$ cat config.mk
export PLATFORM = sky130hd
export DESIGN_NAME = mem_port_arbiter_flat
export DESIGN_NICKNAME = d
export VERILOG_FILES = /design/src/rtl/mem_port_arbiter_if.sv /design/src/rtl/mem_port_arbiter.sv /design/src/flat_wrapper.sv
export SDC_FILE = /design/constraint.sdc
export NUM_CORES = 1
export LEC_CHECK = 0
export CAP_MARGIN = 0
export CORE_MARGIN = 2
export CORE_UTILIZATION = 30
export CTS_CLUSTER_SIZE = 14
export DETAILED_ROUTE_END_ITERATION = 8
export HOLD_SLACK_MARGIN = 0.08
export PLACE_DENSITY_LB_ADDON = 0.2
export RECOVER_POWER = 25
export SLEW_MARGIN = 10
export SYNTH_ARGS = -nofsm -noshare
export SYNTH_HDL_FRONTEND = slang
export SYNTH_SLANG_ARGS = --single-unit
$ cat constraint.sdc
create_clock -name clk -period 1.8 [get_ports clk]
set_clock_uncertainty 0.2 [all_clocks]
set_input_delay 0.36 -clock clk [delete_from_list [all_inputs] [get_ports clk]]
set_output_delay 0.36 -clock clk [all_outputs]
set_load 0.03 [all_outputs]
$ cat src/rtl/mem_port_arbiter_if.sv
// ---------------------------------------------------------------------------
// mem_port_arbiter_if
//
// Bundles every handshake and RAM-side signal of the unified instruction/data
// RAM port arbiter. The arbiter connects through the slave modport. Whatever
// drives the requests and models the RAM (pipeline glue, testbench) uses the
// master modport.
//
// Signal summary (direction as seen by the arbiter / slave):
//   if_req     in   fetch request, held until if_ready or if_flush
//   if_addr    in   fetch address, stable while if_req is high
//   if_flush   in   cancel the current fetch (branch/jump redirect)
//   if_rdata   out  fetched instruction, valid while if_ready is high
//   if_ready   out  one-cycle fetch completion pulse
//   mem_req    in   data request, held until mem_ready
//   mem_we     in   1 = store, 0 = load
//   mem_addr   in   data address
//   mem_wdata  in   store data
//   mem_rdata  out  load data, valid while mem_ready is high
//   mem_ready  out  one-cycle data completion pulse (loads and stores)
//   stall_if   out  fetch-stage stall (combinational)
//   stall_mem  out  memory-stage stall (combinational)
//   ram_en     out  RAM access strobe, one cycle per transaction
//   ram_we     out  RAM write enable, qualified by ram_en
//   ram_addr   out  registered RAM address
//   ram_wdata  out  registered RAM write data
//   ram_rdata  in   RAM read data
// ---------------------------------------------------------------------------
interface mem_port_arbiter_if #(
  parameter int ADDR_W = 32,
  parameter int DATA_W = 32
);

  // Fetch requester
  logic              if_req;
  logic [ADDR_W-1:0] if_addr;
  logic              if_flush;
  logic [DATA_W-1:0] if_rdata;
  logic              if_ready;

  // Memory-stage requester
  logic              mem_req;
  logic              mem_we;
  logic [ADDR_W-1:0] mem_addr;
  logic [DATA_W-1:0] mem_wdata;
  logic [DATA_W-1:0] mem_rdata;
  logic              mem_ready;

  // Pipeline stalls
  logic              stall_if;
  logic              stall_mem;

  // RAM side
  logic              ram_en;
  logic              ram_we;
  logic [ADDR_W-1:0] ram_addr;
  logic [DATA_W-1:0] ram_wdata;
  logic [DATA_W-1:0] ram_rdata;

  modport slave (
    input  if_req, if_addr, if_flush,
    input  mem_req, mem_we, mem_addr, mem_wdata,
    input  ram_rdata,
    output if_rdata, if_ready,
    output mem_rdata, mem_ready,
    output stall_if, stall_mem,
    output ram_en, ram_we, ram_addr, ram_wdata
  );

  modport master (
    output if_req, if_addr, if_flush,
    output mem_req, mem_we, mem_addr, mem_wdata,
    output ram_rdata,
    input  if_rdata, if_ready,
    input  mem_rdata, mem_ready,
    input  stall_if, stall_mem,
    input  ram_en, ram_we, ram_addr, ram_wdata
  );

endinterface

$ cat src/rtl/mem_port_arbiter.sv
// ---------------------------------------------------------------------------
// mem_port_arbiter
//
// Shares the single unified instruction/data RAM port between the fetch stage
// (read-only) and the memory stage (read/write). The arbiter handles one RAM
// access at a time. It waits a fixed MEM_LAT cycles for read data and returns
// the result with a one-cycle ready pulse to whichever requester owns the
// access. The memory stage has fixed priority because it holds the older
// instruction. A branch/jump redirect (if_flush) cancels an outstanding fetch.
// The RAM access itself always runs to completion, but its result is dropped.
//
// Ports:
//   clk   rising-edge clock for all state
//   rst   synchronous, active-high reset
//   bus   mem_port_arbiter_if.slave. It carries the fetch and data request
//         handshakes, the stall outputs and the RAM strobe/address/data.
//
// Parameters:
//   ADDR_W   address width
//   DATA_W   data width
//   MEM_LAT  cycles from the ram_en cycle to valid ram_rdata (1..15)
//
// Transaction timeline (request granted in cycle 0):
//   cycle 0          IDLE, grant, latch owner/addr/we/wdata
//   cycle 1          ISSUE, ram_en high
//   cycles 2..1+LAT  WAIT, counter runs down, capture in the last one
//   cycle 2+LAT      ready pulse to the owner, back in IDLE (next grant possible)
// ---------------------------------------------------------------------------
module mem_port_arbiter #(
  parameter int ADDR_W  = 32,
  parameter int DATA_W  = 32,
  parameter int MEM_LAT = 2
) (
  input  logic               clk,
  input  logic               rst,
  mem_port_arbiter_if.slave  bus
);

  // The counter is loaded in ISSUE and reaches zero in the cycle in which
  // ram_rdata is valid. That cycle is MEM_LAT cycles after the ram_en cycle.
  localparam logic [3:0] LAT_LOAD = 4'(MEM_LAT - 1);

  localparam logic OWN_IF  = 1'b0;
  localparam logic OWN_MEM = 1'b1;

  typedef enum logic [1:0] {
    ST_IDLE  = 2'd0,
    ST_ISSUE = 2'd1,
    ST_WAIT  = 2'd2
  } state_e;

  // -------------------------------------------------------------------------
  // State
  // -------------------------------------------------------------------------
  state_e            state_q,     state_d;
  logic              owner_q,     owner_d;
  logic              cancel_q,    cancel_d;
  logic [3:0]        cnt_q,       cnt_d;
  logic              we_q,        we_d;
  logic [ADDR_W-1:0] addr_q,      addr_d;
  logic [DATA_W-1:0] wdata_q,     wdata_d;
  logic [DATA_W-1:0] if_rdata_q,  if_rdata_d;
  logic [DATA_W-1:0] mem_rdata_q, mem_rdata_d;
  logic              if_ready_q,  if_ready_d;
  logic              mem_ready_q, mem_ready_d;

  // -------------------------------------------------------------------------
  // Request qualification
  // -------------------------------------------------------------------------
  // A requester that sees its ready pulse this cycle still has req high for
  // the request that just completed. That request must not be granted again.
  // A fetch being redirected this cycle is not worth starting.
  logic if_eligible;
  logic mem_eligible;
  logic flush_hit;

  assign if_eligible  = bus.if_req  & ~if_ready_q & ~bus.if_flush;
  assign mem_eligible = bus.mem_req & ~mem_ready_q;

  // A redirect only matters while the fetch owns the port.
  assign flush_hit    = (owner_q == OWN_IF) & bus.if_flush;

  // -------------------------------------------------------------------------
  // State register
  // -------------------------------------------------------------------------
  always_ff @(posedge clk) begin
    if (rst) begin
      state_q     <= ST_IDLE;
      owner_q     <= OWN_IF;
      cancel_q    <= 1'b0;
      cnt_q       <= '0;
      we_q        <= 1'b0;
      addr_q      <= '0;
      wdata_q     <= '0;
      if_rdata_q  <= '0;
      mem_rdata_q <= '0;
      if_ready_q  <= 1'b0;
      mem_ready_q <= 1'b0;
    end else begin
      state_q     <= state_d;
      owner_q     <= owner_d;
      cancel_q    <= cancel_d;
      cnt_q       <= cnt_d;
      we_q        <= we_d;
      addr_q      <= addr_d;
      wdata_q     <= wdata_d;
      if_rdata_q  <= if_rdata_d;
      mem_rdata_q <= mem_rdata_d;
      if_ready_q  <= if_ready_d;
      mem_ready_q <= mem_ready_d;
    end
  end

  // -------------------------------------------------------------------------
  // Next-state logic
  // -------------------------------------------------------------------------
  always_comb begin
    state_d     = state_q;
    owner_d     = owner_q;
    cancel_d    = cancel_q;
    cnt_d       = cnt_q;
    we_d        = we_q;
    addr_d      = addr_q;
    wdata_d     = wdata_q;
    if_rdata_d  = if_rdata_q;
    mem_rdata_d = mem_rdata_q;
    // Ready outputs are single-cycle pulses. They fall unless a capture
    // happens this cycle.
    if_ready_d  = 1'b0;
    mem_ready_d = 1'b0;

    unique case (state_q)
      ST_IDLE: begin
        cancel_d = 1'b0;
        if (mem_eligible) begin
          // The memory stage wins ties because it holds the older instruction.
          owner_d = OWN_MEM;
          addr_d  = bus.mem_addr;
          we_d    = bus.mem_we;
          wdata_d = bus.mem_wdata;
          state_d = ST_ISSUE;
        end else if (if_eligible) begin
          // A fetch never writes. wdata_q keeps its old value because the
          // RAM ignores it while ram_we is low.
          owner_d = OWN_IF;
          addr_d  = bus.if_addr;
          we_d    = 1'b0;
          state_d = ST_ISSUE;
        end
      end

      ST_ISSUE: begin
        cnt_d    = LAT_LOAD;
        cancel_d = cancel_q | flush_hit;
        state_d  = ST_WAIT;
      end

      ST_WAIT: begin
        if (cnt_q == 4'd0) begin
          // ram_rdata is valid this cycle. A redirect in this same cycle still
          // cancels the fetch, so the flush input is checked here as well as
          // the flag.
          state_d  = ST_IDLE;
          cancel_d = 1'b0;
          if (owner_q == OWN_MEM) begin
            mem_rdata_d = bus.ram_rdata;
            mem_ready_d = 1'b1;
          end else if (!(cancel_q | flush_hit)) begin
            if_rdata_d  = bus.ram_rdata;
            if_ready_d  = 1'b1;
          end
        end else begin
          cnt_d    = cnt_q - 4'd1;
          cancel_d = cancel_q | flush_hit;
        end
      end

      default: begin
        state_d = ST_IDLE;
      end
    endcase
  end

  // -------------------------------------------------------------------------
  // Output logic
  // -------------------------------------------------------------------------
  logic ram_en_c;
  logic ram_we_c;
  logic stall_if_c;
  logic stall_mem_c;

  always_comb begin
    ram_en_c    = (state_q == ST_ISSUE);
    ram_we_c    = (state_q == ST_ISSUE) & (owner_q == OWN_MEM) & we_q;
    // The stalls follow the requests directly. They drop in the ready cycle
    // with no register delay, so the pipeline advances on the pulse itself.
    stall_if_c  = bus.if_req  & ~if_ready_q & ~bus.if_flush;
    stall_mem_c = bus.mem_req & ~mem_ready_q;
  end

  assign bus.ram_en    = ram_en_c;
  assign bus.ram_we    = ram_we_c;
  assign bus.ram_addr  = addr_q;
  assign bus.ram_wdata = wdata_q;
  assign bus.if_rdata  = if_rdata_q;
  assign bus.if_ready  = if_ready_q;
  assign bus.mem_rdata = mem_rdata_q;
  assign bus.mem_ready = mem_ready_q;
  assign bus.stall_if  = stall_if_c;
  assign bus.stall_mem = stall_mem_c;

endmodule

$ cat src/flat_wrapper.sv
// flat-port wrapper written by rule: the top's interface ports become plain ports
module mem_port_arbiter_flat 
#(
  parameter int ADDR_W  = 32,
  parameter int DATA_W  = 32,
  parameter int MEM_LAT = 2
)
  (clk, rst, bus_if_req, bus_if_addr, bus_if_flush, bus_mem_req, bus_mem_we, bus_mem_addr, bus_mem_wdata, bus_ram_rdata, bus_if_rdata, bus_if_ready, bus_mem_rdata, bus_mem_ready, bus_stall_if, bus_stall_mem, bus_ram_en, bus_ram_we, bus_ram_addr, bus_ram_wdata);
  mem_port_arbiter_if #(.ADDR_W(ADDR_W), .DATA_W(DATA_W)) bus_i ();
  input  logic clk;
  input  logic rst;
  input wire logic [$bits(bus_i.if_req)-1:0] bus_if_req;
  input wire logic [$bits(bus_i.if_addr)-1:0] bus_if_addr;
  input wire logic [$bits(bus_i.if_flush)-1:0] bus_if_flush;
  input wire logic [$bits(bus_i.mem_req)-1:0] bus_mem_req;
  input wire logic [$bits(bus_i.mem_we)-1:0] bus_mem_we;
  input wire logic [$bits(bus_i.mem_addr)-1:0] bus_mem_addr;
  input wire logic [$bits(bus_i.mem_wdata)-1:0] bus_mem_wdata;
  input wire logic [$bits(bus_i.ram_rdata)-1:0] bus_ram_rdata;
  output wire logic [$bits(bus_i.if_rdata)-1:0] bus_if_rdata;
  output wire logic [$bits(bus_i.if_ready)-1:0] bus_if_ready;
  output wire logic [$bits(bus_i.mem_rdata)-1:0] bus_mem_rdata;
  output wire logic [$bits(bus_i.mem_ready)-1:0] bus_mem_ready;
  output wire logic [$bits(bus_i.stall_if)-1:0] bus_stall_if;
  output wire logic [$bits(bus_i.stall_mem)-1:0] bus_stall_mem;
  output wire logic [$bits(bus_i.ram_en)-1:0] bus_ram_en;
  output wire logic [$bits(bus_i.ram_we)-1:0] bus_ram_we;
  output wire logic [$bits(bus_i.ram_addr)-1:0] bus_ram_addr;
  output wire logic [$bits(bus_i.ram_wdata)-1:0] bus_ram_wdata;
  assign bus_i.if_req = bus_if_req;
  assign bus_i.if_addr = bus_if_addr;
  assign bus_i.if_flush = bus_if_flush;
  assign bus_i.mem_req = bus_mem_req;
  assign bus_i.mem_we = bus_mem_we;
  assign bus_i.mem_addr = bus_mem_addr;
  assign bus_i.mem_wdata = bus_mem_wdata;
  assign bus_i.ram_rdata = bus_ram_rdata;
  assign bus_if_rdata = bus_i.if_rdata;
  assign bus_if_ready = bus_i.if_ready;
  assign bus_mem_rdata = bus_i.mem_rdata;
  assign bus_mem_ready = bus_i.mem_ready;
  assign bus_stall_if = bus_i.stall_if;
  assign bus_stall_mem = bus_i.stall_mem;
  assign bus_ram_en = bus_i.ram_en;
  assign bus_ram_we = bus_i.ram_we;
  assign bus_ram_addr = bus_i.ram_addr;
  assign bus_ram_wdata = bus_i.ram_wdata;
  mem_port_arbiter #(.ADDR_W(ADDR_W), .DATA_W(DATA_W), .MEM_LAT(MEM_LAT)) u_core (.clk(clk), .rst(rst), .bus(bus_i));
endmodule
* Word level (Yosys, flattened, before mapping) *
Cells that the tools add are included.

word-level totals
  bits in registers = 139
  input port bits = 134
  logic and storage cells = 59
  output and inout port bits = 134

operators by class
  reductions and logical operators = 13
  eq/ne operators = 5
  add/sub/neg operators = 1
  bitwise gates (word level) = 14
  muxes and demuxes = 15

operators by type and width
  operator               count
  $mux W32               2
  $pmux W4 S2            1
  $reduce_and A2 Y1      4
  $not A1 Y1             7
  $and A1 B1 Y1          6
  $mux W1                6
  $mux W2                3
  $pmux W2 S3            1
  $logic_not A4 Y1       1
  $mux W4                1
  $reduce_and A4 Y1      1
  $reduce_bool A2 Y1     2
  $reduce_or A4 Y1       1
  $sub A4 B1 Y4 const B  1
  $ne A3 B3 Y1 const B   1
  $pmux W1 S3            1
  $reduce_and A3 Y1      1
  $reduce_bool A3 Y1     1
  $reduce_or A3 Y1       1
  $eq A2 B1 Y1 const B   1
  $eq A2 B2 Y1 const B   1
  $logic_not A2 Y1       1
  $ne A2 B1 Y1 const B   1
  $ne A2 B2 Y1 const B   1
  $or A1 B1 Y1           1

* Longest topological paths before layout *
Gate-level depths: netlist of run 1.

  depth after elaboration = 6
  gate-level depth with buffers = 8
  mapped depth without buffers = 5

* Worst setup path before layout of run 1 *
No wires, ideal clock.

  path kind = reg2reg
  from = register u_core.state_q[0]
  to = register u_core.mem_rdata_q[10], in the netlist u_core.bus.mem_rdata[10]
  stages on the path, launching flop included = 9
  required time = 1481 ps
  buffers on the path = 3
  path slack = -7 ps
  setup time = 119 ps
  clock period less this slack = 1807 ps
  arrival time = 1488 ps
  cells stage by stage = dfxtp_1 inv_1 ha_1 buf_6 and4bb_4 and2_4 buf_6 buf_12 mux2i_1

between the ends
  longest elaborated chain between the ends = 2

ends and longest elaborated chain
  what                         line                     text
  start: declaration           mem_port_arbiter.sv:55   state_e state_q, state_d;
  start signal: assignment     mem_port_arbiter.sv:100  state_q <= state_d;
  $eq A2 B2 Y1                 mem_port_arbiter.sv:132  unique case (state_q)
  $reduce_and A3 Y1 (no line)  -
  end signal: assignment       mem_port_arbiter.sv:108  mem_rdata_q <= mem_rdata_d;
  end: declaration             mem_port_arbiter.sv:63   logic [DATA_W-1:0] mem_rdata_q, mem_rdata_d;

No other way between the ends.
A chain may end at the register's enable or synchronous reset.

* Final worst setup path of run 1 *
  from = register u_core.if_ready_q, in the netlist u_core.bus.if_ready
  to = output port bus_stall_if

between the ends
  longest elaborated chain between the ends = 3

ends and longest elaborated chain
  what                         line                     text
  start: declaration           mem_port_arbiter.sv:64   logic if_ready_q, if_ready_d;
  start signal: assignment     mem_port_arbiter.sv:109  if_ready_q <= if_ready_d;
  $not A1 Y1                   mem_port_arbiter.sv:197  stall_if_c = bus.if_req & ~if_ready_q & ~bus.if_flush;
  $and A1 B1 Y1 (2 in series)  mem_port_arbiter.sv:197
  end: declaration             flat_wrapper.sv:24       output wire logic [$bits(bus_i.stall_if)-1:0] bus_stall_if;

No other way between the ends.

==> out/metrics.yaml, run 1 <==
yosys.cell_types.count: 37
place.gp.congestion: 0.763
crit_slowest_cell: "or3b_4"
cts_buffers: 17
worstHoldStart: "u_core.bus.ram_wdata[27]$_SDFFE_PP0P_"
reg2reg_depth: 7
num_antenna_cells: 0
placed_cell_area_sq_um: 9040
design_area_sq_um: 9740
power.density_nw_per_um2: 1120
clock-sinks: 139
fin_util_pct: 50.4
grt_pass1_vias: 5121
die_width_um: 144
place_inst: 1119
critPathKind: "flip-flop to primary output"
min_period_over_period_pct: 106
reg2reg_slack_ns: -0.04
place_ws_ns: -0.356
setup_violations: 10
required_ns: 1.24
maxCapViolCount: 0
die_height_um: 144
grt_util_all_layers_pct: 16.3
synth-edff-count: 0
yosysTopAreaCell: "dfxtp_1"
hpwl_mm: 12.3
clkTransAtPathRegs_ns: 0.06
root_buffer: "clkbuf_16"
via_per_inst: 4.46
end_kind: "primary output"
arrival_ns: 1.34
drive_gt1_share_pct: 12.6
violations: "setup timing"
synthFlopType: "dfxtp_1"
firstDrtPassIters: 4
startpoint_type: "flip-flop"
synth_area_sq_um: 5890
crit_path_cell_trace: "or3b_4 > inv_2 > buf_12"
h-tree-depth: 4
grt_max_degree: 92
cts_tree: "built"
drt_iter0_drc: 157
slew_viol_final: 0
r2r-end: "u_core.bus.ram_addr[3]$_SDFFE_PP0P_"
wl_per_cell_um: 15.0
num_vias: 5193
fin_nets: 1028
holdPathEnd: "u_core.bus.ram_wdata[27]$_SDFFE_PP0P_"
start_util_pct: 30.4
relSlewSlack_pct: 75.3
cpPeakStageDelay_ns: 0.39
worst_slew_pin_slew_ns: 0.373
yosys.area.top_type_share_pct: 47.3
holdWs_ns: 0.249
fin_tns_setup_ns: -0.311
fin_cells: 1165
outcome: "finished, violations left"
period_needed_ns: 1.90
rsz0062_at_grt: "yes"
finalPower_mw: 10.9
drc: 0
vdd_drop_max_mv: 0.588
syn2layout_area_growth_pct: 65.4
yosysMostFrequentCell: "dfxtp_1"
timing.final.ws_setup_ns: -0.102
ant_nets: 0
holdPathStages: 2
fillers: 1925
ys_seq_area_share_pct: 47.3
totalWireLength_mm: 17.5
hp-class: "flip-flop to flip-flop"
core_sq_um: 19300
r2r-start: "u_core.state_q[1]$_SDFFE_PP0P_"
path_max_fanout: 4
pin_count: 268
p_leak_nw: 4.37
fmax_mhz: 526
antenna_found_initial: 1
die-area_sq_um: 20800
yosys_warnings: 0
synth_seq_cells: 139
synth_top_cells_by_count: "dfxtp_1 (139), nand2b_1 (101), mux2i_1 (98)"
synthCells: 601
gr-total-overflow: 0
hold_violations: 0
max-clock-path-buffers: 2
synth_fp_nets: 742
syn_avg_cell_area_sq_um: 9.79
insertion_delay_ns: 0.41
rows: 51
synthArstFlopShare_pct: 0
grt_pass1_wl_mm: 26.5
port_buffers: 267
synth_area_leaders: "dfxtp_1 (47%), mux2i_1 (17%), nand2b_1 (11%), nand2_1 (4.3%), a211oi_1 (4.1%)"
-- where the power goes --
part | switching (mW) | total, mW | internal [mW]
clock | 1.44 | 3.64 | 2.20
sequential | 0.223 | 3.71 | 3.49
combinational | 1.97 | 3.52 | 1.54
total | 3.63 | 10.9 | 7.24
-- registers in the layout, indices dropped and copies added, names as in the netlist --
name / count
u_core.cnt_q: 4
u_core.state_q: 2
u_core.we_q: 1
u_core.bus.ram_addr: 32
u_core.bus.if_rdata: 32
u_core.cancel_q: 1
u_core.bus.mem_rdata: 32
u_core.bus.ram_wdata: 32
u_core.bus.mem_ready: 1
u_core.owner_q: 1
u_core.bus.if_ready: 1
-- placed cells by master (no fill, tap or decap), types with 3 or more instances in the layout --
cell             instances
clkbuf_2                 8
mux2i_1                 98
nand2_1                 67
o21ai_0                  3
ha_4                     3
inv_1                    3
clkbuf_16               20
nor2_1                   3
dlygate4sd2_1          126
buf_4                   23
nor2b_1                  3
clkdlybuf4s15_1          5
buf_6                    6
inv_6                    6
buf_12                  12
clkdlybuf4s50_1        129
clkinvlp_4               4
bufinv_16                3
a21oi_1                 38
a211oi_2                 3
dfxtp_1                135
a211oi_1                29
ha_1                     4
nand2b_1               100
nor3_2                   6
nor3_1                  27
-- final cells by class --
class                           count  area, sq um  area share [%]
Tap cell                          265          332            3.41
Clock buffer                       17          425            4.37
Timing Repair Buffer              316         3080            31.7
Inverter                            6         25.0           0.257
Clock inverter                     15          186            1.91
Sequential cell                   139         2790            28.7
Multi-Input combinational cell    407         2890            29.7
-- worst max path at each step --
stage | start | to | slack, ns | depth (start not counted)
floorplan | u_core.state_q[0]$_SDFFE_PP0P_ | u_core.bus.mem_rdata[10]$_SDFFE_PP0P_ | 0.03 | 8
global placement | bus_if_flush | u_core.bus.ram_addr[8]$_SDFFE_PP0P_ | -0.29 | 6
detailed placement | bus_if_flush | u_core.bus.ram_addr[17]$_SDFFE_PP0P_ | -0.36 | 6
CTS | u_core.bus.if_ready$_SDFF_PP0_ | bus_stall_if | -0.13 | 3
global route | u_core.bus.if_ready$_SDFF_PP0_ | bus_stall_if | -0.15 | 3
finish | u_core.bus.if_ready$_SDFF_PP0_ | bus_stall_if | -0.10 | 3
-- logic make-up (layout without fill, tap and decap cells) --
logic type	count (synthesis)	count (layout)	synth area share [%]
multiplexers	98	98	16.7
flip-flops	139	139	47.3
AO/OA/AOI/OAI	79	79	8.48
AND/OR/NAND/NOR	223	223	20.6
buffers and inverters	55	354	5.51
adder cells (fa/ha/maj)	7	7	1.49
-- worst max-delay path: cells and delay by family (launching register included) --
| kind | cells | cell delay, ns |
|---|---|---|
| and+or+nand+nor | 1 | 0.39 |
| buffers and inverters | 2 | 0.19 |
| DFF | 1 | 0.34 |
-- metal layers --
layer	vias to the layer above	global-route usage, %	part of all wire, %
li1	2631	-	-
met1	2348	19.7	43
met2	197	25.9	45
met3	15	7.85	11
met4	2	4.23	1.1
met5	-	0	0.074
-- what timing repair did --
item	in CTS	in global routing
gates resized for setup	146	28
hold buffers	1	0
cloned	1	4
setup buffers	4	4
pin swaps	0	30
hold endpoints to repair	4	0
setup endpoints to repair	152	88
(Power assumes the default switching activity.)
==> run 2, diff against run 1 <==
Settings changed: CTS_CLUSTER_SIZE 14 to unset, GPL_TIMING_DRIVEN set to 0.
==> run 2 against run 1 <==
Compared with the run above: the flow still finishes with violations (setup timing); combinational power up 15%; die area unchanged; total power up 6.1%; sequential share of layout area down 1.5 points; critical path depth up 1; hold slack worse by 0.043 ns.
==> out/metrics.yaml, run 2 (synthesis results as in run 1) <==
arrival_ns: 1.33  # about the same
grt_pass1_vias: 5172  # +1.0%
startpoint_type: "flip-flop"
grt_max_degree: 17  # -82%
fin_nets: 1065  # +3.6%
die_height_um: 144  # unchanged
multi_input_comb_area_sq_um: 3120  # +8.0%
setup_violations: 21  # +11
cpMostUsedCell: "buf_6"
max-clock-path-buffers: 2  # unchanged
required_ns: 1.24  # about the same
rsz0062_at_grt: "yes"
clock-sinks: 139  # unchanged
violations: "setup timing"
fin_util_pct: 53.2  # +2.8 points
insertion_delay_ns: 0.41  # about the same
cpPeakStageDelay_ns: 0.36  # -0.03 ns
pin_count: 268  # unchanged
period_needed_ns: 1.89  # -0.00974 ns
syn2layout_area_growth_pct: 74.6
drive_gt1_share_pct: 19.4  # +6.9 points
cts_buffers: 17  # unchanged
busiest_layer: "met2"
holdWs_ns: 0.207  # -0.0428 ns
antenna_found_initial: 0  # -1
layout_common_cells: "dfxtp_1 (133), clkdlybuf4s50_1 (129), dlygate4sd2_1 (120)"
num_vias: 5350  # +3.0%
grt_util_met2_pct: 28.8  # +2.9 points
reg2reg_depth: 8  # +1
holdPathStages: 3  # +1
end_kind: "primary output"
fin_tns_setup_ns: -0.444  # -0.134 ns
core_sq_um: 19300  # unchanged
place.gp.congestion: 0.749  # -1.8%
fillers: 1837  # -4.6%
outcome: "finished, violations left"
clkTransAtPathRegs_ns: 0.06  # about the same
r2r-start: "u_core.state_q[0]$_SDFFE_PP0P_"
timing.final.ws_setup_ns: -0.0920  # +0.00974 ns
hp-class: "input port to flip-flop"
grt_use_met1_pct: 21.3  # +1.6 points
path_max_fanout: 3  # -1
vdd_drop_max_mv: 0.671  # +14%
crit_path_cell_trace: "buf_6 > ha_4 > and3_4 > buf_6"
power.density_nw_per_um2: 1120  # +0.54%
worst_slew_pin_slew_ns: 0.636  # +0.263 ns
grt_pass1_wl_mm: 27.9  # +5.6%
gr-total-overflow: 0  # unchanged
register_area_sq_um: 2800  # +0.18%
grt.met3_usage_pct: 6.59  # -1.3 points
wl_per_cell_um: 15.8  # +5.5%
root_buffer: "clkbuf_16"
ant_nets: 0  # unchanged
num_antenna_cells: 0  # unchanged
r2r-end: "u_core.bus.mem_rdata[15]$_SDFFE_PP0P_"
p_leak_nw: 4.56  # +4.4%
fmax_mhz: 529  # +0.51%
holdPathEnd: "u_core.bus.if_rdata[31]$_SDFFE_PP0P_"
h-tree-depth: 4  # unchanged
rows: 51  # unchanged
grt_util_all_layers_pct: 17.4  # +1.1 points
hpwl_mm: 13.3  # +8.3%
die-area_sq_um: 20800  # unchanged
relSlewSlack_pct: 57.6  # -18 points
worstHoldStart: "rst"
min_period_over_period_pct: 105  # -0.54 points
cts_tree: "built"
maxCapViolCount: 0  # unchanged
crit_slowest_cell: "dfxtp_4"
final_common_cell: "dfxtp_1"
port_buffers: 266  # -0.37%
start_util_pct: 30.4  # unchanged
critPathKind: "flip-flop to primary output"
drt_iter0_drc: 111  # -29%
hold_violations: 0  # unchanged
firstDrtPassIters: 4  # unchanged
finalPower_mw: 11.5  # +6.1%
slew_viol_final: 0  # unchanged
drc: 0  # unchanged
reg2reg_slack_ns: -0.03  # about the same
die_width_um: 144  # unchanged
totalWireLength_mm: 19.0  # +8.8%
via_per_inst: 4.45  # -0.15%
==> run 2: changes by cell type in the layout (fill, tap and decap cells not counted), sizes merged <==
cell,delta
clkdlybuf4s15,+2
buf,+30
dlygate4sd2,-6
clkinvlp,-1
dlygate4sd3,-1
clkbuf,+13
==> run 2: worst max-delay path by stage <==
stage	slack, ns	from	depth (start not counted)	to
global placement	-0.85	bus_if_flush	4	bus_stall_if
detailed placement	-0.86	bus_mem_req	6	bus_stall_mem
floorplan	0.03	u_core.state_q[0]$_SDFFE_PP0P_	8	u_core.bus.mem_rdata[10]$_SDFFE_PP0P_
CTS	-0.14	u_core.state_q[0]$_SDFFE_PP0P_	4	bus_ram_we
finish	-0.09	u_core.state_q[0]$_SDFFE_PP0P_	4	bus_ram_we
global route	-0.14	u_core.state_q[0]$_SDFFE_PP0P_	4	bus_ram_we
==> run 2: timing repair <==
item / 4_1_cts / 5_1_grt
hold buffers: 0 / 0
setup buffers: 15 / 21
cloned: 3 / 5
gates resized for setup: 214 / 110
setup endpoints to repair: 258 / 122
endpoints found under the hold margin: 0 / 0
pin swaps: 4 / 41
==> run 2: critical path, delay by kind of cell (launching register included) <==
kind | cells | cell delay, ns
adders and majority gates | 1 | 0.15
buffers and inverters | 2 | 0.25
DFF | 1 | 0.36
and+or+nand+nor | 1 | 0.16
==> run 2: area by class of cell <==
cell class	count	area share [%]
inverter	6	0.317
timing repair buffer	309	29.2
buffer	44	3.58
clock inverter	14	1.79
sequential	139	27.2
tap	265	3.23
multi-input combinational	407	30.4
clock buffer	18	4.27
==> run 2: per-stage QoR <==
stage	instance area, sq um	cells	setup slack (ns)
finish	10300	1202	-0.0920
global route	10300	1202	-0.139
CTS	9690	1180	-0.137
detailed placement	8880	1132	-0.860
global placement	8880	1132	-0.854
floorplan	5890	601	0.0311
==> run 2: where the power goes <==
part	switching, mW	internal, mW
clock network	1.48	2.26
logic	2.20	1.86
registers	0.254	3.49
==> run 2: layer usage <==
layer  part of all wire (%)  vias up
met5                      0        -
met4                   0.69        0
met1                     43     2442
met3                     10       10
met2                     47      189
li1                       -     2709
==> run 3, diff against run 2 <==
==> constraint.sdc (replaced) <==
create_clock -name clk -period 1.8 [get_ports clk]
set_clock_uncertainty 0.2 [all_clocks]
set_input_delay 0.45 -clock clk [delete_from_list [all_inputs] [get_ports clk]]
set_output_delay 0.45 -clock clk [all_outputs]
set_load 0.03 [all_outputs]
==> run 3 against run 2 <==
Compared with the run above: the flow still finishes with violations (setup timing); first-iteration DRC count is 31% higher; highest routed layer unchanged; sequential share of layout area is 1.6 points higher; non-clock buffer count is 18 lower; critical endpoint is now bus_stall_if; largest cell class unchanged.
==> out/metrics.yaml, run 3 (synthesis results as in run 1) <==
outcome: "finished, violations left"
violations: "setup timing"
root_buffer: "clkbuf_16"
pin_count: 268  # unchanged
final_common_cell: "dfxtp_1"
grt_pass1_wl_mm: 28.2  # +1.0%
wl_per_cell_um: 15.9  # +0.57%
firstDrtPassIters: 4  # unchanged
path_max_fanout: 2  # -1
h-tree-depth: 4  # unchanged
cpPeakStageDelay_ns: 0.37  # about the same
die_width_um: 144  # unchanged
drive_gt1_share_pct: 25.3  # +5.9 points
max-clock-path-buffers: 2  # unchanged
drc: 0  # unchanged
grt_max_degree: 17  # unchanged
critPathKind: "flip-flop to primary output"
reg2reg_slack_ns: -0.05  # -0.02 ns
vdd_drop_max_mv: 0.648  # -3.4%
worst_slew_pin_slew_ns: 0.520  # -0.116 ns
die_height_um: 144  # unchanged
grt_util_all_layers_pct: 17.6  # +0.19 points
grt_pass1_vias: 5197  # +0.48%
hold_violations: 0  # unchanged
fin_tns_setup_ns: -1.84  # -1.40 ns
p_leak_nw: 3.90  # -15%
ant_nets: 0  # unchanged
rows: 51  # unchanged
cts_tree: "built"
clkTransAtPathRegs_ns: 0.07  # about the same
gr-total-overflow: 0  # unchanged
fin_nets: 1048  # -1.6%
r2r-end: "u_core.bus.if_rdata[3]$_SDFFE_PP0P_"
arrival_ns: 1.29  # -0.04 ns
num_vias: 5297  # -0.99%
holdPathEnd: "u_core.bus.ram_wdata[19]$_SDFFE_PP0P_"
design_area_sq_um: 9670  # -5.9%
crit_family: "simple AND/OR/NAND/NOR gates"
port_buffers: 266  # unchanged
reg2reg_depth: 7  # -1
layout_common_cells: "dfxtp_1 (134), clkdlybuf4s50_1 (129), nand2b_1 (100)"
syn2layout_area_growth_pct: 64.3
totalWireLength_mm: 18.8  # -0.85%
place.gp.congestion: 0.740  # -1.1%
cts_buffers: 17  # unchanged
required_ns: 1.15  # -0.09 ns
min_period_over_period_pct: 108  # +2.8 points
crit_slowest_cell: "or3b_4"
fin_util_pct: 50.0  # -3.1 points
finalPower_mw: 10.6  # -8.5%
crit_path_cell_trace: "or3b_4 > inv_2 > buf_6"
slew_viol_final: 0  # unchanged
maxCapViolCount: 0  # unchanged
worstHoldStart: "u_core.bus.ram_wdata[19]$_SDFFE_PP0P_"
num_antenna_cells: 0  # unchanged
period_needed_ns: 1.94  # +0.0511 ns
hpwl_mm: 13.5  # +1.2%
antenna_found_initial: 0  # unchanged
timing.final.ws_setup_ns: -0.143  # -0.0511 ns
drt_iter0_drc: 145  # +31%
fmax_mhz: 515  # -2.6%
holdPathStages: 2  # -1
start_util_pct: 30.4  # unchanged
setup_violations: 57  # +170%
end_kind: "primary output"
rsz0062_at_grt: "yes"
r2r-start: "u_core.state_q[1]$_SDFFE_PP0P_"
insertion_delay_ns: 0.42  # about the same
die-area_sq_um: 20800  # unchanged
relSlewSlack_pct: 65.3  # +7.7 points
via_per_inst: 4.47  # +0.43%
startpoint_type: "flip-flop"
placed_cell_area_sq_um: 8880  # about the same
worst-path-buf-inv: 2  # unchanged
timing.critical_path.depth: 3  # -1
clock-sinks: 139  # unchanged
power.density_nw_per_um2: 1090  # -2.7%
hp-class: "flip-flop to flip-flop"
core_sq_um: 19300  # unchanged
## run 3: cell count changes in the layout (fill, tap and decap cells not counted), sizes merged
cell / delta
and2: +1
buf: -15
bufinv: -3
clkbuf: +40
clkdlybuf4s15: +74
dlygate4sd2: -118
inv: +4
## run 3: how the worst max path moves through the flow
| stage | end | slack (ns) | start |
|---|---|---|---|
| floorplan | bus_ram_we | 0.01 | u_core.state_q[1]$_SDFFE_PP0P_ |
| global placement | bus_stall_if | -1.03 | bus_if_flush |
| detailed placement | bus_stall_if | -1.05 | bus_if_flush |
| CTS | bus_stall_if | -0.19 | u_core.bus.if_ready$_SDFF_PP0_ |
| global route | bus_stall_if | -0.18 | u_core.bus.if_ready$_SDFF_PP0_ |
| finish | bus_stall_if | -0.14 | u_core.bus.if_ready$_SDFF_PP0_ |
## run 3: per-layer routing
metal | GRT usage, % | vias to the layer above | routed length (um)
li1 | - | 2682 | -
met1 | 21.4 | 2419 | 8190
met2 | 29.4 | 183 | 8680
met3 | 6.29 | 13 | 1810
met4 | 4.80 | 0 | 160
met5 | 0 | - | 0
## run 3: worst register-to-register path, cell delays in order (launching register included)
cell	delay (ns)
dfxtp_2	0.34
buf_6	0.12
ha_4	0.15
buf_6	0.11
and4bb_4	0.22
nand2_2	0.24
buf_8	0.21
mux2i_1	0.20
## run 3: area by class of cell
| class | count | area, sq um |
|---|---|---|
| tap | 265 | 332 |
| clock buffer | 17 | 425 |
| multi-input combinational | 408 | 2850 |
| timing repair buffer | 290 | 2770 |
| inverter | 6 | 32.5 |
| buffer | 45 | 345 |
| clock inverter | 15 | 128 |
| sequential | 139 | 2790 |
| fill | 1914 | 9660 |
## run 3: per-stage QoR
step | std cells | hold slack [ns] | worst slack [ns]
finish | 1185 | 0.253 | -0.143
floorplan | 601 | 0.239 | 0.0138
global route | 1185 | 0.268 | -0.182
detailed placement | 1132 | 0.246 | -1.05
CTS | 1185 | 0.256 | -0.188
global placement | 1132 | 0.242 | -1.03
## run 3: what timing repair did
action / CTS / global route
hold buffers: 0 / 0
cloned: 4 / 0
gates resized for setup: 427 / 66
buffers inserted: 19 / 2
pin swaps: 5 / 2
endpoints found under the setup margin: 258 / 165
## run 3: power by group
group | internal [mW] | switching, mW | total (mW) | leakage (nW)
combinational | 1.51 | 1.98 | 3.49 | 2.49
clock | 1.81 | 1.52 | 3.34 | 0.268
sequential | 3.49 | 0.240 | 3.73 | 1.14
total | 6.82 | 3.74 | 10.6 | 3.90
